`config.mk`:
```
export PLATFORM = sky130hd
export DESIGN_NAME = sobel_window_ctrl
export DESIGN_NICKNAME = d
export VERILOG_FILES = /design/src/rtl/sobel_window_ctrl.sv
export SDC_FILE = /design/constraint.sdc
export NUM_CORES = 1
export LEC_CHECK = 0
export ABC_AREA = 1
export CAP_MARGIN = 20
export CORE_MARGIN = 1.5
export CORE_UTILIZATION = 35
export DETAILED_ROUTE_END_ITERATION = 8
export SYNTH_ARGS = -nofsm -noshare
export SYNTH_HDL_FRONTEND = slang
export SYNTH_SLANG_ARGS = --single-unit
export TNS_END_PERCENT = 30
```
`constraint.sdc`:
```
create_clock -name clk -period 4 [get_ports clk]
set_clock_uncertainty 0.05 [all_clocks]
set_input_delay 0.6 -clock clk [delete_from_list [all_inputs] [get_ports clk]]
set_output_delay 0.6 -clock clk [all_outputs]
set_load 0.005 [all_outputs]
```
`src/rtl/sobel_window_ctrl.sv`:
```
// Sobel frame sequencer: counts accepted pixels, drives line-buffer enables, tags 3x3 windows (1-cycle latency).
// Back-pressure: pixels are taken only when src_nempty & dst_ready in RUN; stalls hold all counters.
module sobel_window_ctrl #(
    parameter int LB_DEPTH = 2048,
    parameter int DIM_W    = 12
) (
    input  logic             clk,
    input  logic             rst_n,
    input  logic             start,
    input  logic             abort,
    input  logic [DIM_W-1:0] img_width,
    input  logic [DIM_W-1:0] img_height,
    input  logic             src_nempty,
    output logic             src_re,
    input  logic             dst_ready,
    output logic             lb_we0,
    output logic             lb_re0,
    output logic             lb_re1,
    output logic             lb_clr,
    output logic             win_valid,
    output logic [DIM_W-1:0] win_col,
    output logic [DIM_W-1:0] win_row,
    output logic             busy,
    output logic             frame_done,
    output logic             cfg_err
);

    typedef enum logic [1:0] {
        S_IDLE = 2'd0,
        S_RUN  = 2'd1,
        S_DONE = 2'd2
    } state_t;

    localparam logic [DIM_W:0] LB_MAX = (DIM_W+1)'(LB_DEPTH);

    state_t           state_q, state_d;
    logic [DIM_W-1:0] w_q, w_d, h_q, h_d;
    logic [DIM_W-1:0] col_q, col_d, row_q, row_d;
    logic [DIM_W-1:0] win_col_q, win_col_d, win_row_q, win_row_d;
    logic             win_vld_q, win_vld_d;
    logic             busy_q, busy_d;
    logic             done_q, done_d;
    logic             clr_q, clr_d;
    logic             err_q, err_d;

    logic accept;
    logic row_ge1, row_ge2, col_ge2;
    logic col_last, row_last;
    logic geom_ok;

    // abort outranks a simultaneous accept so the aborted pixel stays in the source FIFO
    assign accept   = (state_q == S_RUN) & src_nempty & dst_ready & ~abort;
    assign row_ge1  = (row_q != '0);
    assign row_ge2  = (row_q >= DIM_W'(2));
    assign col_ge2  = (col_q >= DIM_W'(2));
    assign col_last = (col_q == w_q - DIM_W'(1));
    assign row_last = (row_q == h_q - DIM_W'(1));
    assign geom_ok  = (img_width >= DIM_W'(3)) && ({1'b0, img_width} <= LB_MAX)
                    && (img_height >= DIM_W'(3));

    assign src_re = accept;
    assign lb_we0 = accept;
    assign lb_re0 = accept & row_ge1;
    assign lb_re1 = accept & row_ge2;

    always_comb begin
        state_d   = state_q;
        w_d       = w_q;
        h_d       = h_q;
        col_d     = col_q;
        row_d     = row_q;
        win_vld_d = accept & row_ge2 & col_ge2;
        win_col_d = win_col_q;
        win_row_d = win_row_q;
        done_d    = 1'b0;
        clr_d     = 1'b0;
        err_d     = 1'b0;

        if (win_vld_d) begin
            win_col_d = col_q - DIM_W'(1);
            win_row_d = row_q - DIM_W'(1);
        end

        case (state_q)
            S_IDLE: begin
                if (abort) begin
                    clr_d = 1'b1;
                end else if (start) begin
                    if (geom_ok) begin
                        w_d     = img_width;
                        h_d     = img_height;
                        col_d   = '0;
                        row_d   = '0;
                        clr_d   = 1'b1;
                        state_d = S_RUN;
                    end else begin
                        err_d = 1'b1;
                    end
                end
            end
            S_RUN: begin
                if (abort) begin
                    state_d = S_IDLE;
                    col_d   = '0;
                    row_d   = '0;
                    clr_d   = 1'b1;
                end else if (accept) begin
                    if (col_last) begin
                        col_d = '0;
                        if (row_last) begin
                            row_d   = '0;
                            state_d = S_DONE;
                            done_d  = 1'b1;
                        end else begin
                            row_d = row_q + DIM_W'(1);
                        end
                    end else begin
                        col_d = col_q + DIM_W'(1);
                    end
                end
            end
            S_DONE: begin
                state_d = S_IDLE;
                if (abort) begin
                    col_d = '0;
                    row_d = '0;
                    clr_d = 1'b1;
                end
            end
            default: state_d = S_IDLE;
        endcase

        busy_d = (state_d != S_IDLE);
    end

    always_ff @(posedge clk or negedge rst_n) begin
        if (!rst_n) begin
            state_q   <= S_IDLE;
            w_q       <= '0;
            h_q       <= '0;
            col_q     <= '0;
            row_q     <= '0;
            win_vld_q <= 1'b0;
            win_col_q <= '0;
            win_row_q <= '0;
            busy_q    <= 1'b0;
            done_q    <= 1'b0;
            clr_q     <= 1'b0;
            err_q     <= 1'b0;
        end else begin
            state_q   <= state_d;
            w_q       <= w_d;
            h_q       <= h_d;
            col_q     <= col_d;
            row_q     <= row_d;
            win_vld_q <= win_vld_d;
            win_col_q <= win_col_d;
            win_row_q <= win_row_d;
            busy_q    <= busy_d;
            done_q    <= done_d;
            clr_q     <= clr_d;
            err_q     <= err_d;
        end
    end

    assign lb_clr     = clr_q;
    assign win_valid  = win_vld_q;
    assign win_col    = win_col_q;
    assign win_row    = win_row_q;
    assign busy       = busy_q;
    assign frame_done = done_q;
    assign cfg_err    = err_q;

endmodule

```
---- Word level (Yosys, flattened, before mapping) ----
Cells that the tools add are included.
W data, S select, Z words.
word-level totals
  register bits ........................... 79
  input port bits ......................... 30
  output and inout port bits .............. 33
  logic and storage cells ................. 85
cells by class
  $add $sub $neg .......................... 6
  magnitude comparators ................... 5
  equal/unequal tests ..................... 10
  multiplexer cells ....................... 35
  bitwise logic cells ..................... 7
  reductions and logical operators ........ 10
operators by type and width
  cell                     count
  $mux W12                 11
  $pmux W12 S3             2
  $ge A12 B2 Y1 const B    4
  $sub A12 B1 Y12 const B  4
  $add A12 B1 Y12 const B  2
  $eq A12 B12 Y1           2
  $mux W2                  7
  $mux W1                  13
  $le A12 B12 Y1 const B   1
  $reduce_bool A12 Y1      1
  $ne A2 B2 Y1 const B     4
  $reduce_and A7 Y1        1
  $and A1 B1 Y1            6
  $ne A3 B3 Y1 const B     2
  $reduce_and A6 Y1        1
  $pmux W2 S2              1
  $reduce_and A4 Y1        1
  $reduce_bool A3 Y1       1
  $eq A2 B1 Y1 const B     1
  $eq A2 B2 Y1 const B     1
  $logic_and A1 B1 Y1      2
  $logic_not A2 Y1         1
  $pmux W1 S2              1
  $reduce_bool A2 Y1       1
  other kinds (2)          2

---- Logic depth before layout (Yosys ltp) ----
Gate-level depths: netlist of run 1.
  depth in word-level cells ............... 8
  depth in mapped cells ................... 17
  depth with buffers taken out ............ 17

---- Least setup slack after synthesis of run 1 ----
OpenSTA, ideal clock, no wires.
  kind .................................... reg2reg
  start point ............................. register w_q[0]
  end point ............................... register row_q[11]
  setup time .............................. 0.122 ns
  data arrival time ....................... 1.799 ns
  required time ........................... 3.828 ns
  slack ................................... 2.029 ns
  cell stages (with the launch flop) ...... 15
  path buffers ............................ 1
  clock period less this slack ............ 1.971 ns
  cell sequence ........................... dfrtp_1 inv_1 ha_1 or2_2 nand3_1 nand3_1 nor2_1 nand3_1 nor2_1 nand2_2 nand2_4 nand2_4 buf_6 nand2_1 o21ai_1
on the way
  word-level cells in the longest chain between the ends .. 4
RTL lines
  element                      line  RTL
  start, declared              37    logic [DIM_W-1:0] w_q, w_d, h_q, h_d;
  start signal, assigned       152   w_q <= w_d;
  $sub A12 B1 Y12              56    assign col_last = (col_q == w_q - DIM_W'(1));
  $eq A12 B12 Y1               56
  $ne A3 B3 Y1 (no line)       -
  $reduce_and A7 Y1 (no line)  -
  end signal, assigned         155   row_q <= row_d;
  end, declared                38    logic [DIM_W-1:0] col_q, col_d, row_q, row_d;
No other way between the ends.
A chain may end at the register's enable or synchronous reset.

---- Final worst setup path of run 1 ----
  start point ............................. register state_q[1]
  end point ............................... output port lb_re1
on the way
  word-level cells in the longest chain between the ends .. 5
RTL lines
  element                     line  RTL
  start, declared             36    state_t state_q, state_d;
  start signal, assigned      151   state_q <= state_d;
  $eq A2 B1 Y1                52    assign accept = (state_q == S_RUN) & src_nempty & dst_ready & ~abort;
  $and A1 B1 Y1 (3 in a row)  52
  $and A1 B1 Y1               64    assign lb_re1 = accept & row_ge2;
  end, declared               18    output logic lb_re1,
No other way between the ends.

==> metrics.yaml, run 1 <==
outcome: "completed"
p_seq_share_pct: 33.2
synth-seq-cells: 79
swShare_pct: 39.3
final_layout_size_suffix_gt1_share_pct: 5.97
track_usage_pct: 17.3
cp.required_ps: 3350
die_w_um: 123
arrival_ps: 2480
synthCells: 712
n_antenna_cell: 0
power_density_nw_per_um2: 563
synthSimpleGateAreaFrac_pct: 34.2
cts_setup_buffers: 0
comb_power_share_pct: 40.4
die-area_um2: 15200
h-tree-depth: 3
clk_path_buf_depth: 2
timing_hold_violations_final: 0
maxSlewHeadroom_pct: 65.2
clock_latency_ps: 350
slowest_delay_ps: 550
async_flop_share_pct: 100
critPathMaxFanout: 5
setup_tns_ps: 0
grt_overflow_total: 0
ys.flop_type: "dfrtp_1"
synth_fa_ha_area_share_pct: 3.47
grt_pass1_wl_mm: 20.5
ys_seq_area_share_pct: 39.1
synth-compound-area-share_pct: 7.30
root_buffer: "clkbuf_16"
ant_nets: 0
rsz0062_at_grt: "false"
hold_buffers: 0
ys_warn_count: 0
worst_pin_slew_ps: 521
power_switching_uw: 1360
slowest_stage: "clkdlybuf4s50_1"
start_util_pct: 36.1
period_share_pct: 78.3
syn_to_final_growth_pct: 21.6
syn-mean-instance-area_um2: 7.10
hpwlAfterDp_mm: 9.09
synth.area.top_cells: "dfrtp_1 (39%), nand2_1 (16%), nor2_1 (7.1%)"
nFillCells: 1469
final_common_cell: "nand2_1"
grt_max_degree: 80
cts_sinks: 79
timing.fmax_mhz: 319
totalWireLength_mm: 12.0
synth_nets: 756
peakVddDrop_v: 0.000253
synth_edf_count: 0
maxCapViolations: 0
power.internal_uw: 2100
antenna_found_initial: 0
synth_top_family_by_area: "simple AND/OR/NAND/NOR gates"
vias: 4435
crit_top_cell: "inv_1"
wl_per_cell_um: 12.6
synth.largest_area_cell: "dfrtp_1"
p_leak_uw: 0.00291
synth_mux_area_share_pct: 0
synth.top_cell.area_share_pct: 39.1
cts_tree: "built"
cts_resized: 0
layout_min_cycle_time_ps: 3130
drc: 0
num-nets-final: 810
drtIter0Drc: 252
power.total_uw: 3460
clkPwrFrac_pct: 26.4
finalWeightedCongestion: 0.849
final_cell_mix: "nand2_1 (213), nor2_1 (95), dfrtp_1 (79)"
path_clk_slew_ps: 70
drv_slew: 0
die_h_um: 123
ys_types: 34
synthXorXnorAreaFrac_pct: 7.97
numCtsBuffers: 9
rows: 43
critical_path_class: "reg -> out"
path_cells: "inv_1 -> ha_1 -> nand3_1 -> nor2_1 -> inv_1 -> a21oi_1 -> clkdlybuf4s50_1"
numPortBuffers: 62
cp-start-kind: "flip-flop"
setup_viol_count_final: 0
cp-end-kind: "output port"
hold_class: "in -> async"
syn-cell-area_um2: 5050
dr.pass1.iters: 6
io_pins: 63
grt_pass1_vias: 4079
utilization_pct: 43.9
vias_per_cell: 4.66
fp.coreArea_um2: 14000
-- state kept, by name, summed over array words and instances (netlist names), 2 cells and up --
signal / cells
col_q: 12
h_q: 12
row_q: 12
state_q: 2
w_q: 12
win_col: 12
win_row: 12
-- path summary, 6_finish.rpt --
| kind | startpoint | slack (ps) | depth (start not counted) | endpoint |
|---|---|---|---|---|
| worst max-delay path | state_q[1] | 870 | 7 | lb_re1 |
| worst min-delay path | rst_n | 180 | 1 | win_row[9] |
| worst max register to register | state_q[1] | 1530 | 11 | win_col[3] |
| worst min register to register | win_col[10] | 430 | 2 | win_col[10] |
| max in group asynchronous | rst_n | 3120 | 2 | h_q[1] |
| min in group clk | win_col[10] | 430 | 2 | win_col[10] |
-- metrics by stage --
stage / std cells / area (um2) / setup slack, ps / hold slack, ps
final: 951 / 6140 / 867 / 178
after global routing: 951 / 6140 / 735 / 218
after CTS: 950 / 6120 / 923 / 419
after detailed placement: 934 / 5790 / 991 / 424
after global placement: 934 / 5790 / 1010 / 416
after floorplan: 712 / 5050 / 2030 / 254
-- Yosys cell counts, types with 2 or more instances --
library cell / count
nand2_2: 6
nand3_1: 51
inv_2: 3
nand2_4: 2
nand4_1: 8
o21ai_0: 45
dfrtp_1: 79
nor3_2: 3
nor3b_1: 3
o21ai_1: 7
nand3b_1: 3
buf_2: 11
a21oi_1: 9
inv_1: 73
xnor2_1: 9
clkbuf_1: 7
buf_6: 2
nor4_1: 2
xor2_1: 37
nor2_2: 5
ha_1: 14
nor3_1: 11
nand2_1: 213
o21ai_2: 5
nor2_1: 95
-- cell type report --
type	instances	area, um2	share of cell area (%)
tap	180	225	3.67
inverter	77	289	4.70
sequential	79	1980	32.2
timing repair buffer	64	646	10.5
multi-input combinational	535	2680	43.6
clock buffer	10	239	3.89
clock inverter	6	91.3	1.49
-- power groups by stage --
stage / sequential [uW] / combinational, uW / clock (uW)
floorplan: 1120 / 1050 / 0
global placement: 1160 / 1390 / 0
detailed placement: 1160 / 1400 / 0
CTS: 1150 / 1410 / 933
global route: 1180 / 1630 / 964
finish: 1150 / 1400 / 914
-- per-layer routing --
layer | wire length, um | vias up | track usage (%)
met1 | 6410 | 1957 | 26.8
met4 | 198 | 0 | 6.54
met3 | 585 | 12 | 2.08
met2 | 4830 | 112 | 24.5
met5 | 0 | - | 0
li1 | - | 2354 | -
-- worst max-delay path, delay by kind of cell, from the launching register on --
kind,cells,cell delay [ps]
adders and majority gates,1,200
AOI/OAI and AO/OA,1,240
DFF,1,450
buffers and inverters,3,840
and+or+nand+nor,2,390
-- cell families after synthesis --
family / after synthesis
compound gates: 69
xor+xnor: 46
fa+ha+maj: 14
buf+inv: 98
flops: 79
simple gates: 406
(Power assumes the default switching activity.)
==> run 2, diff against run 1 <==
- clock period: 4 -> 3 ns (I/O delays scaled with it)
==> run 2 against run 1 <==
Against the previous run: combinational power up 34%; final cell count rose by 0.63%; worst setup slack worse by 610 ps; via count shrank 0.95%; critical path type unchanged; critical endpoint is now lb_re0.
==> metrics.yaml, run 2 (same netlist as run 1, synthesis figures left out) <==
period_share_pct: 91.3
ant_nets: 0  # unchanged
cp-start-kind: "flip-flop"
final_layout_size_suffix_gt1_share_pct: 6.56  # +0.60 points
finalWorstSetupSlack_ps: 260  # -607 ps
cp-end-kind: "output port"
vias: 4393  # -0.95%
maxCapViolations: 0  # unchanged
place_inst: 939  # +0.54%
num-nets-final: 816  # +0.74%
timing.fmax_mhz: 365
die_w_um: 123  # unchanged
grt_pass1_wl_mm: 20.2  # -1.5%
outcome: "completed"
hold_class: "reg -> reg"
drv_slew: 0  # unchanged
grt_pass1_vias: 4141  # +1.5%
setup_tns_ps: 0  # unchanged
die-area_um2: 15200  # unchanged
vias_per_cell: 4.59  # -1.6%
r2r_setup_slack_ps: 650  # -880 ps
syn_to_final_growth_pct: 22.3
root_buffer: "clkbuf_16"
grt_overflow_total: 0  # unchanged
cp.required_ps: 2500  # -850 ps
die_h_um: 123  # unchanged
timing_hold_violations_final: 0  # unchanged
power_density_nw_per_um2: 735  # +31%
numCtsBuffers: 9  # unchanged
whs_path_depth: 2
path_clk_slew_ps: 60  # about the same
r2r_end: "row_q[10]"
r2r_cells: 17  # +6
drtIter0Drc: 188  # -25%
start_util_pct: 36.1  # unchanged
cts_setup_buffers: 0  # unchanged
rows: 43  # unchanged
fp.coreArea_um2: 14000  # unchanged
antenna_found_initial: 0  # unchanged
setup_viol_count_final: 0  # unchanged
peakVddDrop_v: 0.000305  # +20%
power.total_uw: 4540  # +31%
stdcell_count: 957  # +0.63%
critical_path_class: "reg -> out"
io_pins: 63  # unchanged
clock_latency_ps: 350  # about the same
min_from: "win_row[7]"
rsz0062_at_grt: "false"
final_cell_mix: "nand2_1 (213), nor2_1 (95), dfrtp_1 (79)"
totalWireLength_mm: 11.9  # -0.79%
h-tree-depth: 3  # unchanged
clk_path_buf_depth: 2  # unchanged
nFillCells: 1460  # -0.61%
dp_worst_setup_slack_ps: 399  # -592 ps
maxSlewHeadroom_pct: 67.1  # +1.9 points
wl_per_cell_um: 12.5  # -1.4%
cts_tree: "built"
cts_sinks: 79  # unchanged
drc: 0  # unchanged
ff_latch_area_um2: 1980  # unchanged
n_antenna_cell: 0  # unchanged
holdPathEnd: "win_row[7]"
worst_pin_slew_ps: 492  # -29.3 ps
critPathMaxFanout: 5  # unchanged
track_usage_pct: 17.3  # -0.064 points
finalWeightedCongestion: 0.841  # -1.0%
arrival_ps: 2240  # -240 ps
p_leak_uw: 0.00292  # +0.42%
r2r-start: "w_q[0]"
hpwlAfterDp_mm: 9.12  # +0.35%
numPortBuffers: 62  # unchanged
grt_max_degree: 80  # unchanged
multi_input_area_um2: 2680  # +0.14%
layout_min_cycle_time_ps: 2740
final_common_cell: "nand2_1"
dr.pass1.iters: 5  # -1
run 2: changes by cell type in the layout (fill, tap and decap cells not counted), sizes merged:
cell | before | now
dlygate4sd3 | 0 | 1
clkinvlp | 0 | 2
clkbuf | 10 | 12
inv | 77 | 76
buf | 3 | 8
clkinv | 4 | 2
bufinv | 2 | 1
run 2: repair_timing:
action / 4_1_cts / 5_1_grt
resized for setup: 0 / 1
setup endpoints to repair: 0 / 1
hold endpoints to repair: 0 / 23
hold buffers: 0 / 1
run 2: how the worst max path moves through the flow:
stage                      endpoint  cells after the start  startpoint
after detailed placement     lb_re1                      6  src_nempty
final                        lb_re0                      7  state_q[1]
after CTS                    lb_re1                      7  state_q[1]
after global routing         lb_re0                      7  state_q[1]
after global placement       lb_re1                      6   dst_ready
after floorplan           row_q[11]                     14      w_q[0]
run 2: metrics by stage:
step | util, % | cell area (um2) | hold WS, ps
2_1_floorplan | - | 5050 | 104
4_1_cts | 43.9 | 6140 | 272
5_1_grt | 44.2 | 6180 | 450
3_5_place_dp | 41.7 | 5830 | 422
6_report | 44.2 | 6180 | 430
3_3_place_gp | 41.7 | 5830 | 417
run 2: layout make-up:
cell class                 count  area share [%]
tap                          180            3.64
timing repair buffer          70            11.3
inverter                      77            4.68
sequential                    79            32.0
clock inverter                 4           0.870
multi-input combinational    535            43.4
clock buffer                  12            4.15
run 2: per-layer routing:
layer / wire (um) / GRT usage [%] / vias up / part of all wire [%]
met5: 0 / 0 / - / 0
met4: 203 / 6.47 / 0 / 1.7
met3: 525 / 2.40 / 11 / 4.4
met2: 4760 / 25.5 / 86 / 40
met1: 6440 / 25.6 / 1933 / 54
li1: - / - / 2363 / -
run 2: power breakdown:
group	internal [uW]	switching, uW	leakage (uW)	total, uW
combinational	760	1110	0.00172	1870
sequential	1300	230	0.00106	1530
clock	692	447	0.000145	1140
run 2: worst max-delay path, stage by stage (launching register included):
cell and delay (ps):
dfrtp_1 440, inv_1 100, ha_1 190, nand3_1 100, nor2_1 160, inv_1 150, a31oi_1 220, clkdlybuf4s50_1 540
